===== config.mk =====
export PLATFORM = sky130hd
export DESIGN_NAME = bus_arbiter_rr
export DESIGN_NICKNAME = d
export VERILOG_FILES = /design/src/rtl/bus_arbiter_pkg.sv /design/src/rtl/bus_arbiter_rr_picker.sv /design/src/rtl/bus_arbiter_rr.sv
export SDC_FILE = /design/constraint.sdc
export NUM_CORES = 1
export LEC_CHECK = 0
export CORE_AREA = 2 2 62 64
export DETAILED_ROUTE_END_ITERATION = 12
export DIE_AREA = 0 0 64 66
export PLACE_DENSITY = 0.7
export SYNTH_ARGS = -nofsm -noshare
export SYNTH_HDL_FRONTEND = slang
export SYNTH_SLANG_ARGS = --single-unit

===== constraint.sdc =====
create_clock -name clock -period 4.6 [get_ports clock]
set_clock_uncertainty 0.15 [all_clocks]
set_input_delay 0.92 -clock clock [delete_from_list [all_inputs] [get_ports clock]]
set_output_delay 0.92 -clock clock [all_outputs]
set_load 0.005 [all_outputs]

===== src/rtl/bus_arbiter_pkg.sv =====
// Shared definitions for the round-robin bus arbiter: state encoding,
// master-count limits and a constant-evaluable clog2 helper.
package bus_arbiter_pkg;

  // Upper bound on requesters; the master index fits in indexWidth bits.
  localparam int maxMasters = 8;
  localparam int indexWidth = 3;

  // Arbiter states with fixed 3-bit encodings.
  typedef enum logic [2:0] {
    IDLE       = 3'd0,
    WAIT_BEGIN = 3'd1,
    OWNED      = 3'd2,
    ABORT      = 3'd3,
    RELEASE    = 3'd4
  } arbState_t;

  // Ceiling log2, used to size the watchdog at elaboration time.
  function automatic int clog2(input int value);
    int result;
    int remaining;
    result    = 0;
    remaining = value - 1;
    while (remaining > 0) begin
      result++;
      remaining = remaining >> 1;
    end
    return result;
  endfunction

endpackage


===== src/rtl/bus_arbiter_rr_picker.sv =====
// Combinational round-robin search: finds the first requesting master
// after lastGranted, ascending with wrap-around.
module round_robin_picker
  import bus_arbiter_pkg::*;
#(
  parameter int nrOfMasters = 4
) (
  input  logic [nrOfMasters-1:0] requests,
  input  logic [indexWidth-1:0]  lastGranted,
  output logic                   found,
  output logic [indexWidth-1:0]  winner
);

  int                     candidate;
  logic [nrOfMasters-1:0] candidateMask;

  // Scan offsets 1..nrOfMasters from the last grantee; first hit wins.
  always_comb begin
    // NOTE: every output gets a default before the loop so no path leaves
    // a value unassigned, which would otherwise infer a latch.
    found         = 1'b0;
    winner        = lastGranted;
    candidate     = 0;
    candidateMask = '0;
    for (int k = 1; k <= nrOfMasters; k++) begin
      candidate = int'(lastGranted) + k;
      if (candidate >= nrOfMasters) candidate = candidate - nrOfMasters;
      candidateMask = nrOfMasters'(1) << candidate;
      if (!found && ((requests & candidateMask) != '0)) begin
        found  = 1'b1;
        winner = indexWidth'(candidate);
      end
    end
  end

endmodule


===== src/rtl/bus_arbiter_rr.sv =====
// Round-robin arbiter for the shared system bus. Grants one master at a
// time, tracks ownership by snooping begin/end on the bus, and a watchdog
// forces the bus free when a grantee never starts or never finishes.
module bus_arbiter_rr
  import bus_arbiter_pkg::*;
#(
  parameter int nrOfMasters        = 4,
  parameter int beginTimeout       = 16,
  parameter int transactionTimeout = 1024
) (
  input  logic                   clock,
  input  logic                   reset,
  input  logic [nrOfMasters-1:0] busRequests,
  input  logic                   beginTransactionIn,
  input  logic                   endTransactionIn,
  input  logic                   busErrorIn,
  output logic [nrOfMasters-1:0] busGrants,
  output logic                   endTransactionOut,
  output logic                   busErrorOut,
  output logic [indexWidth-1:0]  activeMaster,
  output logic                   busIdle
);

  localparam int maxTimeout =
    (beginTimeout > transactionTimeout) ? beginTimeout : transactionTimeout;
  localparam int watchdogWidth = (clog2(maxTimeout) < 1) ? 1 : clog2(maxTimeout);

  localparam logic [watchdogWidth-1:0] beginLoad       = watchdogWidth'(beginTimeout - 1);
  localparam logic [watchdogWidth-1:0] transactionLoad = watchdogWidth'(transactionTimeout - 1);
  localparam logic [watchdogWidth-1:0] watchdogStep    = watchdogWidth'(1);
  localparam logic [indexWidth-1:0]    lastIndex       = indexWidth'(nrOfMasters - 1);

  // Reject master counts the index width cannot represent.
  if (nrOfMasters < 2 || nrOfMasters > maxMasters) begin : gBadMasterCount
    $error("bus_arbiter_rr: nrOfMasters must be within 2..%0d", maxMasters);
  end

  arbState_t                state;
  logic [watchdogWidth-1:0] watchdog;
  logic [indexWidth-1:0]    lastGranted;
  logic                     pickFound;
  logic [indexWidth-1:0]    pickWinner;

  round_robin_picker #(
    .nrOfMasters(nrOfMasters)
  ) picker (
    .requests   (busRequests),
    .lastGranted(lastGranted),
    .found      (pickFound),
    .winner     (pickWinner)
  );

  // Arbitration FSM with watchdog; every output is a register updated here.
  always_ff @(posedge clock) begin
    // NOTE: all state and outputs use non-blocking assignments so every
    // register samples pre-edge values, independent of statement order.
    if (reset) begin
      state             <= IDLE;
      busGrants         <= '0;
      endTransactionOut <= 1'b0;
      busErrorOut       <= 1'b0;
      activeMaster      <= '0;
      busIdle           <= 1'b1;
      watchdog          <= '0;
      lastGranted       <= lastIndex;
    end else begin
      // Abort pulses are single-cycle unless the ABORT entry sets them.
      endTransactionOut <= 1'b0;
      busErrorOut       <= 1'b0;
      case (state)
        IDLE: begin
          if (pickFound) begin
            state        <= WAIT_BEGIN;
            busGrants    <= nrOfMasters'(1) << pickWinner;
            activeMaster <= pickWinner;
            lastGranted  <= pickWinner;
            watchdog     <= beginLoad;
            busIdle      <= 1'b0;
          end
        end
        WAIT_BEGIN: begin
          // A begin on the final watchdog cycle still counts.
          if (beginTransactionIn) begin
            state    <= OWNED;
            watchdog <= transactionLoad;
          end else if (watchdog == '0) begin
            // No transaction started, so nothing to terminate: no pulses.
            state     <= RELEASE;
            busGrants <= '0;
          end else begin
            watchdog <= watchdog - watchdogStep;
          end
        end
        OWNED: begin
          // An end on the final watchdog cycle is a normal completion.
          if (endTransactionIn) begin
            state     <= RELEASE;
            busGrants <= '0;
          end else if (watchdog == '0) begin
            state             <= ABORT;
            busGrants         <= '0;
            endTransactionOut <= 1'b1;
            busErrorOut       <= 1'b1;
          end else if (busErrorIn) begin
            // The owner saw an error but keeps the bus until it ends.
            watchdog <= watchdog - watchdogStep;
          end else begin
            watchdog <= watchdog - watchdogStep;
          end
        end
        ABORT: begin
          state <= RELEASE;
        end
        RELEASE: begin
          state   <= IDLE;
          busIdle <= 1'b1;
        end
        default: begin
          state     <= IDLE;
          busGrants <= '0;
          busIdle   <= 1'b1;
        end
      endcase
    end
  end

endmodule


==> results by group <==
Detailed routing
  – Initial DRC Count: between 100 and 150
  – WL/cell: 15.3 microns
  – Vias per Instance: ~6
  – Final WL: slightly below 4000 microns
  – Pre-Repair DR Iteration Count: 4
  – DRC: 0
  – Vias after detailed routing: about 1600
  – ANT nets after route: 0

Clock network
  – CTS H-tree depth: 1
  – Hold_buf cts: 0
  – Num CTS Buffers: 3
  – CTS Sinks: 24
  – TritonCTS clock tree: done
  – Worst-path clk slew: 0.13 ns
  – Longest Clk Path Bufs: 2
  – PostCTS Resize Cnt: 0
  – Root Buffer: clkbuf_4
  – Setup bufs post-CTS: 0
  – Worst skew pair latency: about 0.33 ns

Power and ir drop
  – VDD IR-drop max: 0.329 mV
  – LEAKAGE: approximately 0.74 nW
  – PD cells: roughly 670 mW/mm^2
  – Combinational share of power: 60.3%
  – Switching Share: 45.2%
  – Clock power frac: between 10% and 20%
  – Tot Pwr: between 1 and 1.5 mW
  – P_sw: about 0.58 mW
  – Part of the power in registers: between 20 and 30%
  – Internal power: ~0.70 mW

Timing
  – Setup violators final: 0
  – Setup_tns: 0 ns
  – Fmax achieved: about 0.3 GHz
  – RSZ-0062 raised after global routing: no
  – Final Hold Vio Count: 0
  – Headroom to the max-slew limit: roughly 53%
  – Fin crit share: about 73%
  – Final hold slack: 0.326 ns
  – Tightest Pin Transition: 0.696 ns
  – Final Max Slew Viols: 0
  – Period minus WS final: approximately 3.4 ns

Critical path
  – Worst EP arrival: approximately 3.5 ns
  – CP Capture Type: flop
  – Reg2reg end: watchdog[7]
  – WP data required: about 4.7 ns
  – Critical Path Fanout Max: 10
  – R2r setup slk: around 1.3 ns
  – Reg2reg path depth: 8
  – Setup CP Type: input port to flop
  – RR Startpoint: lastGranted[0]
  – Crit path launch type: input port

Final layout
  – Area grow syn2layout: 13.2%
  – Nets: roughly 230
  – ANT cells: 0
  – Fin util: a little over half
  – # fillers: approximately 340
  – Commonest non-fill, non-tap cell in the layout: dfxtp_1
  – Final instance area: 0.00191 sq mm
  – Seq. cell area: between 400 and 500 sq um
  – Layout cells sized above 1: 9.57%
  – Multi-input logic area: 0.00112 sq mm
  – Most frequent cells in the layout: 24 x dfxtp_1, 17 x nand2_1, 17 x a21oi_1, 17 x clkdlybuf4s50_1, 13 x nor2_1

Logic synthesis
  – YS warnings: 0
  – Primary FF master, synth: dfxtp_1
  – Synth cell types: 53
  – Async SR Flop Fraction: 0%
  – Mapped Area: around 0.0017 sq mm
  – Synth Instances: 199
  – Mean post-synth cell area: roughly 8.5 sq um
  – Number of synthesized flops with an enable pin: 0
  – Post-synthesis sequential area ratio: between 20% and 30%
  – Number of synthesized register bits: 24
  – Syn Nets: between 200 and 250

Min path
  – Hold Crit Class: flop to flop
  – WHS Path Cells: 2
  – Hold endpoint: activeMaster[1]
  – Hold_sp: activeMaster[1]

GRT
  – Initial antenna violation count: 0
  – Total grt overflow: 0
  – GRT Overall Usage: between 10% and 20%
  – Largest net degree at the start of global routing: 20
  – First-pass GRT wire length: roughly 6600 microns
  – Vias in the first global route: ~1500

Placed design
  – Gp weighted congestion: ~0.84
  – Placed cell area: 0.00186 sq mm
  – I/O Buffers: 17
  – Detail Placement HPWL: approximately 2900 microns

Floorplanning
  – Die Ht: 66 microns
  – Core Area: between 0.003 and 0.004 sq mm
  – Starting Density: between 40% and 50%
  – Full die area: 0.00422 sq mm
  – Die Width: approximately 64 microns
  – # rows: 22
  – I/O pins: 19

Job
  – Max Cap Viol: 0

Run status
  – Status: complete, no violations
[power groups by stage]
stage / clock [mW] / combinational (mW) / sequential, mW
4_1_cts: 0.158 / 0.770 / 0.354
6_report: 0.156 / 0.775 / 0.354
5_1_grt: 0.164 / 0.858 / 0.365
2_1_floorplan: 0 / 0.634 / 0.321
3_5_place_dp: 0 / 0.763 / 0.359
3_3_place_gp: 0 / 0.740 / 0.355
[per-layer routing]
layer  wire [microns]  vias to the layer above  track usage [%]
met2             2020                       37             37.4
met3              121                        6             2.21
met5                0                        -                0
met1             1730                      767             21.0
li1                 -                      766                -
met4               59                        0             9.24
[Yosys cell counts (2+ instances only)]
master     number  area [sq um]
or3_1           4          25.0
clkbuf_1        7          26.3
o2bb2ai_1       2          17.5
or2_2           3          18.8
nand3_1         4          20.0
nand2b_1        9          56.3
nor3_1          7          35.0
a2111oi_2       3          45.0
ha_1           10           125
a21oi_1        17          85.1
a41oi_1         2          17.5
or3b_2          2          17.5
inv_1           9          33.8
o221a_1         2          22.5
dfxtp_1        24           480
nand2_1        17          63.8
o31ai_1         5          37.5
and2_1          4          25.0
mux2i_1         3          30.0
and3_1          2          12.5
o21ai_0         7          35.0
a22oi_1         3          22.5
nor2_1         13          48.8
a32o_1          3          30.0
buf_4           3          22.5
nor2b_1         7          43.8
[state kept, by name, summed over array words and instances (netlist names)]
register      count
busIdle           1
busErrorOut       1
busGrants         4
watchdog         10
activeMaster      3
lastGranted       2
state             3
[critical path, cell delays in order]
cell	delay (ns)
clkdlybuf4s50_1	0.48
a22oi_1	0.50
o31ai_4	0.21
a2111oi_2	0.57
o21a_1	0.39
nor3_1	0.10
o221a_1	0.27
[area by class of cell]
cell class | instances | share of cell area (%)
Tap cell | 48 | 3.14
Sequential cell | 24 | 25.1
Timing Repair Buffer | 17 | 8.89
Clock buffer | 3 | 1.18
Multi-Input combinational cell | 155 | 58.4
Inverter | 9 | 1.76
Clock inverter | 1 | 1.57
[stage by stage]
| stage | worst slack (ns) | std cells |
|---|---|---|
| final | 1.23 | 257 |
| after global routing | 1.00 | 257 |
| after CTS | 1.24 | 257 |
| after detailed placement | 0.886 | 253 |
| after global placement | 1.03 | 253 |
| after floorplan | 1.93 | 199 |
[worst max path at each step]
stage                              start     endpoint  slack, ns  depth (start not counted)
after floorplan           busRequests[1]  watchdog[5]       1.93                          6
after global placement    busRequests[3]  watchdog[5]       1.03                          7
after detailed placement  busRequests[3]  watchdog[7]       0.89                          7
after CTS                 busRequests[3]  watchdog[7]       1.24                          7
after global routing      lastGranted[0]  watchdog[7]       1.00                          8
final                     busRequests[3]  watchdog[7]       1.23                          7
[cell families after synthesis]
family          after synthesis  share of synthesized area, %
simple gates                 78                          24.9
fa+ha+maj                    10                          7.40
flops                        24                          28.4
mux                           4                          3.11
compound gates               63                          30.6
buf+inv                      20                          5.55
(Power assumes the default switching activity.)
